File: config.mk
export PLATFORM = sky130hd
export DESIGN_NAME = lsu_wb_bridge_flat
export DESIGN_NICKNAME = d
export VERILOG_FILES = /design/src/rtl/lsu_wb_bridge_if.sv /design/src/rtl/lsu_wb_bridge.sv /design/src/flat_wrapper.sv
export SDC_FILE = /design/constraint.sdc
export NUM_CORES = 1
export LEC_CHECK = 0
export CAP_MARGIN = 10
export CORE_ASPECT_RATIO = 0.6
export CORE_MARGIN = 2
export CORE_UTILIZATION = 47
export DETAILED_ROUTE_END_ITERATION = 12
export PLACE_DENSITY = 0.75
export SLEW_MARGIN = 10
export SYNTH_ARGS = -nofsm -noshare
export SYNTH_HDL_FRONTEND = slang
export SYNTH_SLANG_ARGS = --single-unit
File: constraint.sdc
create_clock -name clk -period 2.2 [get_ports clk]
set_input_delay 0.33 -clock clk [delete_from_list [all_inputs] [get_ports clk]]
set_output_delay 0.33 -clock clk [all_outputs]
set_load 0.02 [all_outputs]
File: src/rtl/lsu_wb_bridge_if.sv
// rtl/lsu_wb_bridge_if.sv - load/store request and wishbone command/response signal bundle
interface lsu_wb_bridge_if;
  logic        req_valid;
  logic        req_ready;
  logic        req_we;
  logic [2:0]  req_funct3;
  logic [31:0] req_addr;
  logic [31:0] req_wdata;
  logic        done;
  logic [31:0] rdata;
  logic        err;
  logic        cmd_stb;
  logic [33:0] cmd_word;
  logic        cmd_busy;
  logic        rsp_stb;
  logic [33:0] rsp_word;

  modport master (
    input  req_valid, req_we, req_funct3, req_addr, req_wdata,
    input  cmd_busy, rsp_stb, rsp_word,
    output req_ready, done, rdata, err, cmd_stb, cmd_word
  );

  modport slave (
    output req_valid, req_we, req_funct3, req_addr, req_wdata,
    output cmd_busy, rsp_stb, rsp_word,
    input  req_ready, done, rdata, err, cmd_stb, cmd_word
  );
endinterface

File: src/rtl/lsu_wb_bridge.sv
// rtl/lsu_wb_bridge.sv - RV32I load/store to wishbone command/response bridge
// Optional misaligned-access trap: define LSU_MISALIGN_TRAP_EN.
module lsu_wb_bridge #(
  parameter int ADDR_W  = 30,
  parameter int TIMEOUT = 255
) (
  input logic             clk,
  input logic             reset,
  lsu_wb_bridge_if.master bus
);

  localparam logic [2:0] IDLE   = 3'd0;
  localparam logic [2:0] SETADR = 3'd1;
  localparam logic [2:0] READ   = 3'd2;
  localparam logic [2:0] RWAIT  = 3'd3;
  localparam logic [2:0] WRITE  = 3'd4;
  localparam logic [2:0] WWAIT  = 3'd5;
  localparam logic [2:0] RESP   = 3'd6;

  localparam logic [15:0] TO_LAST = 16'(TIMEOUT - 1);

  logic [2:0]        state;
  logic              we_q;
  logic [2:0]        f3_q;
  logic [1:0]        lo_q;
  logic [ADDR_W-1:0] word_q;
  logic [31:0]       wdata_q;
  logic [31:0]       rdata_q;
  logic              err_q;
  logic              cache_vld;
  logic [ADDR_W-1:0] cache_tag;
  logic [15:0]       cnt;

  logic [ADDR_W-1:0] req_word;
  logic              illegal;
  logic              hit;
  logic              req_sw;
  logic              store_word;
  logic              stb;
  logic              advance;
  logic              timed_out;
  logic [29:0]       adr_ext;
  logic [33:0]       word_out;
  logic              unused_ok;

  function automatic logic [31:0] load_ext(input logic [31:0] w, input logic [2:0] f3,
                                           input logic [1:0] lo);
    logic [7:0]  b;
    logic [15:0] h;
    b = w[{lo, 3'b000} +: 8];
    h = lo[1] ? w[31:16] : w[15:0];
    case (f3)
      3'b000:  load_ext = {{24{b[7]}}, b};
      3'b100:  load_ext = {24'h0, b};
      3'b001:  load_ext = {{16{h[15]}}, h};
      3'b101:  load_ext = {16'h0, h};
      default: load_ext = w;
    endcase
  endfunction

  function automatic logic [31:0] merge(input logic [31:0] w, input logic [31:0] d,
                                        input logic is_byte, input logic [1:0] lo);
    merge = w;
    if (is_byte) merge[{lo, 3'b000} +: 8] = d[7:0];
    else         merge[{lo[1], 4'b0000} +: 16] = d[15:0];
  endfunction

  always_comb begin
    req_word = bus.req_addr[ADDR_W+1:2];
    hit      = cache_vld && (cache_tag == req_word);
    req_sw   = bus.req_we && (bus.req_funct3 == 3'b010);
    illegal  = bus.req_we ? (bus.req_funct3[2] || (bus.req_funct3 == 3'b011))
                          : ((bus.req_funct3 == 3'b011) || (bus.req_funct3[2:1] == 2'b11));
`ifdef LSU_MISALIGN_TRAP_EN
    if ((bus.req_funct3[1:0] == 2'b01) && bus.req_addr[0])    illegal = 1'b1;
    if ((bus.req_funct3[1:0] == 2'b10) && |bus.req_addr[1:0]) illegal = 1'b1;
`endif
  end

  always_comb begin
    store_word = we_q && (f3_q == 3'b010);
    stb        = (state == SETADR) || (state == READ) || (state == WRITE);
    advance    = ((state == RWAIT) || (state == WWAIT)) ? bus.rsp_stb : (stb && !bus.cmd_busy);
    timed_out  = (cnt == TO_LAST);
    adr_ext    = '0;
    adr_ext[ADDR_W-1:0] = word_q;
    case (state)
      SETADR:  word_out = {2'b10, 1'b0, 1'b1, adr_ext};
      READ:    word_out = {2'b00, 32'h0};
      WRITE:   word_out = {2'b01, wdata_q};
      default: word_out = '0;
    endcase
  end

  assign bus.req_ready = (state == IDLE);
  assign bus.done      = (state == RESP);
  assign bus.rdata     = (state == RESP) ? rdata_q : 32'h0;
  assign bus.err       = (state == RESP) && err_q;
  assign bus.cmd_stb   = stb;
  assign bus.cmd_word  = word_out;
  assign unused_ok     = &{1'b0, bus.rsp_word[33:32], bus.req_addr};

  always_ff @(posedge clk or negedge reset) begin
    if (!reset) begin
      state     <= IDLE;
      we_q      <= 1'b0;
      f3_q      <= 3'b0;
      lo_q      <= 2'b0;
      word_q    <= '0;
      wdata_q   <= 32'h0;
      rdata_q   <= 32'h0;
      err_q     <= 1'b0;
      cache_vld <= 1'b0;
      cache_tag <= '0;
      cnt       <= 16'h0;
    end else begin
      case (state)
        IDLE: begin
          if (bus.req_valid) begin
            we_q    <= bus.req_we;
            f3_q    <= bus.req_funct3;
            lo_q    <= bus.req_addr[1:0];
            word_q  <= req_word;
            wdata_q <= bus.req_wdata;
            rdata_q <= 32'h0;
            err_q   <= illegal;
            cnt     <= 16'h0;
            if (illegal)  state <= RESP;
            else if (hit) state <= req_sw ? WRITE : READ;
            else          state <= SETADR;
          end
        end
        SETADR, READ, RWAIT, WRITE, WWAIT: begin
          if (advance) begin
            cnt <= 16'h0;
            case (state)
              SETADR: begin
                cache_vld <= 1'b1;
                cache_tag <= word_q;
                state     <= store_word ? WRITE : READ;
              end
              READ:  state <= RWAIT;
              RWAIT: begin
                // Sub-word stores reuse the fetched word as the merge base.
                if (we_q) begin
                  wdata_q <= merge(bus.rsp_word[31:0], wdata_q, (f3_q[1:0] == 2'b00), lo_q);
                  state   <= WRITE;
                end else begin
                  rdata_q <= load_ext(bus.rsp_word[31:0], f3_q, lo_q);
                  state   <= RESP;
                end
              end
              WRITE:   state <= WWAIT;
              default: state <= RESP;
            endcase
          end else if (timed_out) begin
            // The master may have lost track of the address, so force a fresh set-address.
            state     <= RESP;
            err_q     <= 1'b1;
            rdata_q   <= 32'h0;
            cache_vld <= 1'b0;
          end else begin
            cnt <= cnt + 16'h1;
          end
        end
        default: state <= IDLE;
      endcase
    end
  end

endmodule

File: src/flat_wrapper.sv
// flat-port wrapper written by rule: the top's interface ports become plain ports
module lsu_wb_bridge_flat 
#(
  parameter int ADDR_W  = 30,
  parameter int TIMEOUT = 255
)
  (clk, reset, bus_req_valid, bus_req_we, bus_req_funct3, bus_req_addr, bus_req_wdata, bus_cmd_busy, bus_rsp_stb, bus_rsp_word, bus_req_ready, bus_done, bus_rdata, bus_err, bus_cmd_stb, bus_cmd_word);
  lsu_wb_bridge_if bus_i ();
  input logic clk;
  input logic reset;
  input wire logic [$bits(bus_i.req_valid)-1:0] bus_req_valid;
  input wire logic [$bits(bus_i.req_we)-1:0] bus_req_we;
  input wire logic [$bits(bus_i.req_funct3)-1:0] bus_req_funct3;
  input wire logic [$bits(bus_i.req_addr)-1:0] bus_req_addr;
  input wire logic [$bits(bus_i.req_wdata)-1:0] bus_req_wdata;
  input wire logic [$bits(bus_i.cmd_busy)-1:0] bus_cmd_busy;
  input wire logic [$bits(bus_i.rsp_stb)-1:0] bus_rsp_stb;
  input wire logic [$bits(bus_i.rsp_word)-1:0] bus_rsp_word;
  output wire logic [$bits(bus_i.req_ready)-1:0] bus_req_ready;
  output wire logic [$bits(bus_i.done)-1:0] bus_done;
  output wire logic [$bits(bus_i.rdata)-1:0] bus_rdata;
  output wire logic [$bits(bus_i.err)-1:0] bus_err;
  output wire logic [$bits(bus_i.cmd_stb)-1:0] bus_cmd_stb;
  output wire logic [$bits(bus_i.cmd_word)-1:0] bus_cmd_word;
  assign bus_i.req_valid = bus_req_valid;
  assign bus_i.req_we = bus_req_we;
  assign bus_i.req_funct3 = bus_req_funct3;
  assign bus_i.req_addr = bus_req_addr;
  assign bus_i.req_wdata = bus_req_wdata;
  assign bus_i.cmd_busy = bus_cmd_busy;
  assign bus_i.rsp_stb = bus_rsp_stb;
  assign bus_i.rsp_word = bus_rsp_word;
  assign bus_req_ready = bus_i.req_ready;
  assign bus_done = bus_i.done;
  assign bus_rdata = bus_i.rdata;
  assign bus_err = bus_i.err;
  assign bus_cmd_stb = bus_i.cmd_stb;
  assign bus_cmd_word = bus_i.cmd_word;
  lsu_wb_bridge #(.ADDR_W(ADDR_W), .TIMEOUT(TIMEOUT)) u_core (.clk(clk), .reset(reset), .bus(bus_i));
endmodule
## Word-level counts from Yosys, hierarchy flattened

Cells that the tools add are included.
Widths: inputs -> output; s select.

| storage, ports and cells | value |
|---|---|
| bits in registers | 151 |
| output and inout port bits | 70 |

| cells by class | value |
|---|---|
| add/subtract/negate cells | 3 |
| equal/unequal tests | 26 |
| shift operators | 5 |
| mux-type cells | 41 |
| reductions and logical operators | 25 |

Operator list:

| cell | number |
|---|---|
| $mux 32 | 11 |
| $pmux 32 s2 | 2 |
| $pmux 32 s4 | 1 |
| $pmux 34 s2 | 1 |
| $bwmux 32 | 2 |
| $mux 16 | 4 |
| $pmux 16 s2 | 1 |
| $shift 16x7->32 const A | 1 |
| $shift 8x7->32 const A | 1 |
| $shiftx 16x7->32 | 1 |
| $shiftx 32x6->8 | 1 |
| $shiftx 8x7->32 | 1 |
| $eq 30x30->1 | 1 |
| $mux 3 | 7 |
| $add 16x1->16 const B | 1 |
| $eq 16x8->1 const B | 1 |
| $eq 3x2->1 const B | 5 |
| $eq 3x3->1 const B | 5 |
| $neg 5->7 | 2 |
| $pmux 3 s4 | 1 |
| $reduce_and 5->1 | 2 |
| $reduce_and 3->1 | 3 |
| $mux 1 | 8 |
| $ne 2x1->1 const B | 4 |
| other kinds (18) | 33 |

## Logic depth before layout (Yosys ltp)

| depth | value |
|---|---|
| depth after elaboration | 8 |
| gate-level depth with buffers | 10 |

## Worst setup path after synthesis

OpenSTA, ideal clock, no wires.

| timing path | value |
|---|---|
| kind | register to register |
| start point | register u_core.lo_q[1] |
| end point | register u_core.wdata_q[10] |
| setup time | 0.064 ns |
| arrival time | 2.197 ns |
| required time | 2.136 ns |
| slack | -0.060 ns |
| stages on the path, launching flop included | 10 |
| path buffers | 2 |
| cell sequence | dfrtp_1 clkbuf_1 inv_1 ha_1 or3b_1 buf_2 nor4b_4 a22oi_1 o21ai_0 mux2_4 |

| on the way | value |
|---|---|
| longest elaborated chain between the ends | 8 |
| elaborated cells between the ends (all ways) | 13 |
| classes of those cells | 2 x add/sub; 4 x shift; 7 x mux |

RTL lines:

| what | RTL line | text |
|---|---|---|
| start, declared | lsu_wb_bridge.sv:25 | `logic [1:0] lo_q;` |
| start signal, assigned | lsu_wb_bridge.sv:122 | `lo_q <= bus.req_addr[1:0];` |
| $neg 5->7 (on tied branches) | lsu_wb_bridge.sv:65, lsu_wb_bridge.sv:64 |  |
| $shiftx 16x7->32, or another cell as far along | lsu_wb_bridge.sv:65 | `else merge[{lo[1], 4'b0000} +: 16] = d[15:0];` |
| $bwmux 32 (on tied branches) | lsu_wb_bridge.sv:65, lsu_wb_bridge.sv:64 |  |
| $mux 32 (*) | lsu_wb_bridge.sv:64 | `if (is_byte) merge[{lo, 3'b000} +: 8] = d[7:0];` |
| $mux 32 (*) | lsu_wb_bridge.sv:145 | `if (we_q) begin` |
| $mux 32 (*) | lsu_wb_bridge.sv:136 | `case (state)` |
| $mux 32 (*) | lsu_wb_bridge.sv:134 | `if (advance) begin` |
| $pmux 32 s2 (*) | lsu_wb_bridge.sv:117 | `case (state)` |
| end signal, assigned | lsu_wb_bridge.sv:124 | `wdata_q <= bus.req_wdata;` |
| end signal, assigned | lsu_wb_bridge.sv:146 | `wdata_q <= merge(bus.rsp_word[31:0], wdata_q, (f3_q[1:0] == 2'b00), lo_q);` |
| end, declared | lsu_wb_bridge.sv:27 | `logic [31:0] wdata_q;` |

Every way passes the cells marked *; elsewhere a longest branch is shown, timed or not. The select of a mux whose other input is x is not followed.
A chain may end at the register's enable or synchronous reset.

## Worst setup path in the final report

| timing path | value |
|---|---|
| start point | register u_core.state[0] |
| end point | register u_core.rdata_q[9] |

| on the way | value |
|---|---|
| longest elaborated chain between the ends | 7 |
| elaborated cells between the ends (all ways) | 20 |
| classes of those cells | 9 x eq/ne; 3 x mux; 8 x reduce/logical |

RTL lines:

| what | RTL line | text |
|---|---|---|
| start, declared | lsu_wb_bridge.sv:22 | `logic [2:0] state;` |
| start signal, assigned | lsu_wb_bridge.sv:129 | `else if (hit) state <= req_sw ? WRITE : READ;` |
| start signal, assigned | lsu_wb_bridge.sv:140 | `state <= store_word ? WRITE : READ;` |
| $eq 3x1->1 / $eq 3x2->1 (equally long branches) | lsu_wb_bridge.sv:82, lsu_wb_bridge.sv:117 |  |
| $logic_or 1x1->1 (2 in series) | lsu_wb_bridge.sv:82 | `stb = (state == SETADR) \|\| (state == READ) \|\| (state == WRITE);` |
| $logic_and 1x1->1 | lsu_wb_bridge.sv:83 | `advance = ((state == RWAIT) \|\| (state == WWAIT)) ? bus.rsp_stb : (stb && !bus.cmd_busy);` |
| $mux 1 | lsu_wb_bridge.sv:83 |  |
| $ne 3x3->1 (no line), or another cell as far along | -- |  |
| $reduce_and 5->1 (no line) / $pmux 32 s2 (equally long branches) | -- |  |
| end signal, assigned | lsu_wb_bridge.sv:149 | `rdata_q <= load_ext(bus.rsp_word[31:0], f3_q, lo_q);` |
| end, declared | lsu_wb_bridge.sv:28 | `logic [31:0] rdata_q;` |

Several ways; a longest one is shown, not always the timed one.

==> results.tsv <==
stage	metric	value	unit
final_layout	fillers	1288	
timing	finalCritPeriodShare	104	%
timing	final-hold-violation-count	0	
die	row_count	37	
logic_synthesis	yosys_warnings	0	
logic_synthesis	synth_edf_count	0	
logic_synthesis	synthTopCellsByArea	dfrtp_1 (45%), mux2_2 (9.2%), nand2_1 (6.9%), a22o_1 (3.9%), xnor2_1 (3.3%)	
setup_path	startpoint_type	flip-flop	
setup_path	cp_slowest_cell	dfrtp_2	
timing	drv_slew	0	
logic_synthesis	ys_types	68	
logic_synthesis	async_reset_ff_share	100	%
routing	wirelength	29.4	mm
logic_synthesis	synth_fp_nets	964	
routing	via_per_inst	5.95	
timing	worst_slew_pin_slew	0.690	ns
routing	first_iter_violations	899	
logic_synthesis	synth_ff_type	dfrtp_1	
placement	gp_congestion	0.903	
die	die-area	19100	sq um
setup_path	crit_required	2.51	ns
routing	detail-route-antenna-nets	0	
logic_synthesis	synth_area	8450	sq um
timing	max_freq	0.436	GHz
global_routing	antenna_found_initial	3	
logic_synthesis	synth_area_leader_cell	dfrtp_1	
final_layout	syn2layout_area_growth	40.1	%
timing	rsz0062_at_grt	yes	
setup_path	cp.arrival	2.60	ns
job	max_cap_violations	0	
die	start_util	48.7	%
cts	cts.sinks	151	
setup_path	crit_fanout	7	
run_status	violations	setup timing	
global_routing	track_usage	30.6	%
setup_path	crit_path_end_kind	flip-flop	
timing	finalSetupViolCount	27	
timing	maxSlewHeadroom	53.6	%
setup_path	crit_family	compound AO/OA/AOI/OAI gates	
cts	clkTransAtPathRegs	0.08	ns
cts	cts_root_buf	clkbuf_16	
logic_synthesis	synthesis.instances	850	
setup_path	cp_slowest_stage_delay	0.48	ns
power	vdd_drop_max	0.000980	V
placement	dpl.hpwl	20.6	mm
setup_path	r2r-end	u_core.rdata_q[9]$_DFFE_PN0P_	
placement	placed_cells	1279	
routing	wire_per_inst	22.0	microns
cts	cts_max_level	4	
run_status	status	finished with violations	
logic_synthesis	synth_seq_cells	151	
die	die_x	177	microns
routing	vias	7955	
setup_path	path_class	reg2reg	
logic_synthesis	synth_top_area_share	44.7	%
setup_path	cp_num_buf_inv	2	
power	p_leak	0.00545	uW
setup_path	timing.reg2reg.setup_slack	-0.09	ns
timing	fin_skew	0.0162	ns
power	powerDensity	1410	nW/um^2
cts	tritoncts	built	
routing	route.detailed.drc	0	
logic_synthesis	yosysSeqAreaShare	44.7	%
cts	clk_path_buf_depth	2	
final_layout	fin_cells	1336	
die	die_y	108	microns
setup_path	rr_worst_depth	7	
setup_path	path_cells	buf_6 > or2_4 > a21oi_4 > nor2_4 > o211ai_4 > clkbuf_16 > mux2_2	
logic_synthesis	synth.avg_cell_area	9.94	sq um
placement	place_ws	-0.0923	ns
global_routing	grt_max_degree	55	
global_routing	grt_pass1_wl	43.6	mm
global_routing	globalRoute.totalOverflow	0	
placement	portBuffers	174	
timing	period_needed	2.29	ns
timing	fin_ws	-0.0936	ns
final_layout	drive_above_1_share	26.6	%
routing	firstDrtPassIters	5	
cts	clkLatencyLatePin	0.44	ns
die	core	17400	sq um
setup_path	r2r_start	u_core.state[0]$_DFFE_PN0P_	
cts	cts_inserted_buffers	17	
global_routing	grt_pass1_vias	7646	
final_layout	nets	1202	
hold_path	hold_path.class	in2async	
die	ios	177	
## cell families (layout without fill, tap and decap cells)
logic type               count (synthesis)  count (layout)  synth area share, %
XOR/XNOR                                36              36                 3.73
AO/OA/AOI/OAI                          193             193                 17.3
other                                    0               1                    0
flip-flops                             151             151                 44.7
buffers and inverters                   69             320                 4.03
adder cells (fa/ha/maj)                  7               7                 1.04
multiplexers                            83              83                 11.5
AND/OR/NAND/NOR                        311             311                 17.7
## where the power goes
group | switching [uW] | internal (uW) | total [uW]
Combinational | 4590 | 4380 | 8960
Sequential | 943 | 3840 | 4780
Clock | 1370 | 1610 | 2990
## Yosys cell counts, drive strengths merged, types with 4 or more instances
cell,number
and3,6
mux2,79
inv,15
or4,5
a22oi,17
and2,33
o2bb2ai,16
clkbuf,30
a222oi,8
nand2,156
or3,4
nand4,13
a21o,5
o31ai,9
nand3,9
ha,7
nor2,50
nor3,13
o21ai,43
buf,23
xor2,4
a22o,38
o22ai,8
a21oi,20
xnor2,32
a221oi,7
a31oi,6
dfrtp,151
## state kept, by name, summed over array words and instances, names as in the netlist
name	cells
u_core.wdata_q	32
u_core.f3_q	3
u_core.rdata_q	32
u_core.cnt	16
u_core.cache_vld	1
u_core.adr_ext	30
u_core.state	3
u_core.we_q	1
u_core.cache_tag	30
u_core.lo_q	2
u_core.err_q	1
## how the worst max path moves through the flow
stage / cells after the start / end / start / slack, ns
after floorplan: 9 / u_core.wdata_q[10]$_DFFE_PN0P_ / u_core.lo_q[1]$_DFFE_PN0P_ / 0.01
after global placement: 8 / u_core.wdata_q[1]$_DFFE_PN0P_ / bus_cmd_busy / -0.07
after detailed placement: 7 / u_core.wdata_q[3]$_DFFE_PN0P_ / bus_cmd_busy / -0.09
after CTS: 5 / bus_req_ready / u_core.state[1]$_DFFE_PN0P_ / -0.05
after global routing: 7 / u_core.rdata_q[11]$_DFFE_PN0P_ / u_core.state[0]$_DFFE_PN0P_ / -0.14
final: 7 / u_core.rdata_q[9]$_DFFE_PN0P_ / u_core.state[0]$_DFFE_PN0P_ / -0.09
## repair_timing
action	CTS	global route
hold endpoints to repair	50	0
buffers inserted	9	11
pin swaps	2	16
hold buffers	1	0
setup endpoints to repair	85	127
gates cloned	1	3
resized for setup	168	118
## through the flow
step           hold slack [ns]  power (uW)  TNS [ns]  area, sq um  util, %
2_1_floorplan           0.0344        9660         0         8450        -
3_3_place_gp             0.337       12400     -1.07        10900     63.0
3_5_place_dp             0.342       12600     -2.42        10900     63.0
4_1_cts                  0.466       15600    -0.124        11500     66.4
5_1_grt                  0.490       17600     -5.11        11800     68.2
6_report                 0.439       16700    -0.946        11800     68.2
## cells in the final DEF (no fill, tap or decap), types with 7 or more instances in the layout
cell type        count
a222oi_1             8
mux2_4              25
buf_2               19
nand2_1            155
and2_1              33
dlygate4sd2_1       21
nor2_1              48
a22o_1              37
dfrtp_1            148
o2bb2ai_1           16
nand4_1             13
clkbuf_2            14
o31ai_1              9
clkbuf_16           20
a221oi_1             7
clkdlybuf4s50_1    103
xnor2_1             31
buf_6               23
nand3_1              9
inv_1               13
o21ai_0             42
a22oi_1             16
nor3_1              11
buf_12              14
a21oi_1             14
mux2_2              52
buf_4               69
o22ai_1              8
## metal layers
layer	up-vias	routed length, microns	GRT usage, %
li1	3541	-	-
met1	3909	12900	44.3
met2	453	12300	43.1
met3	50	3650	11.2
met4	2	556	7.38
met5	-	8	0
## area by class of cell
| type | count | area [sq um] | area share [%] |
|---|---|---|---|
| antenna | 1 | 2.50 | 0.0211 |
| inverter | 16 | 62.6 | 0.528 |
| clock buffer | 17 | 425 | 3.59 |
| timing repair buffer | 272 | 2600 | 22.0 |
| clock inverter | 15 | 161 | 1.36 |
| multi-input combinational | 630 | 4510 | 38.1 |
| sequential | 151 | 3780 | 31.9 |
| tap | 234 | 293 | 2.47 |
No activity file was read; power rests on OpenSTA's default activity.
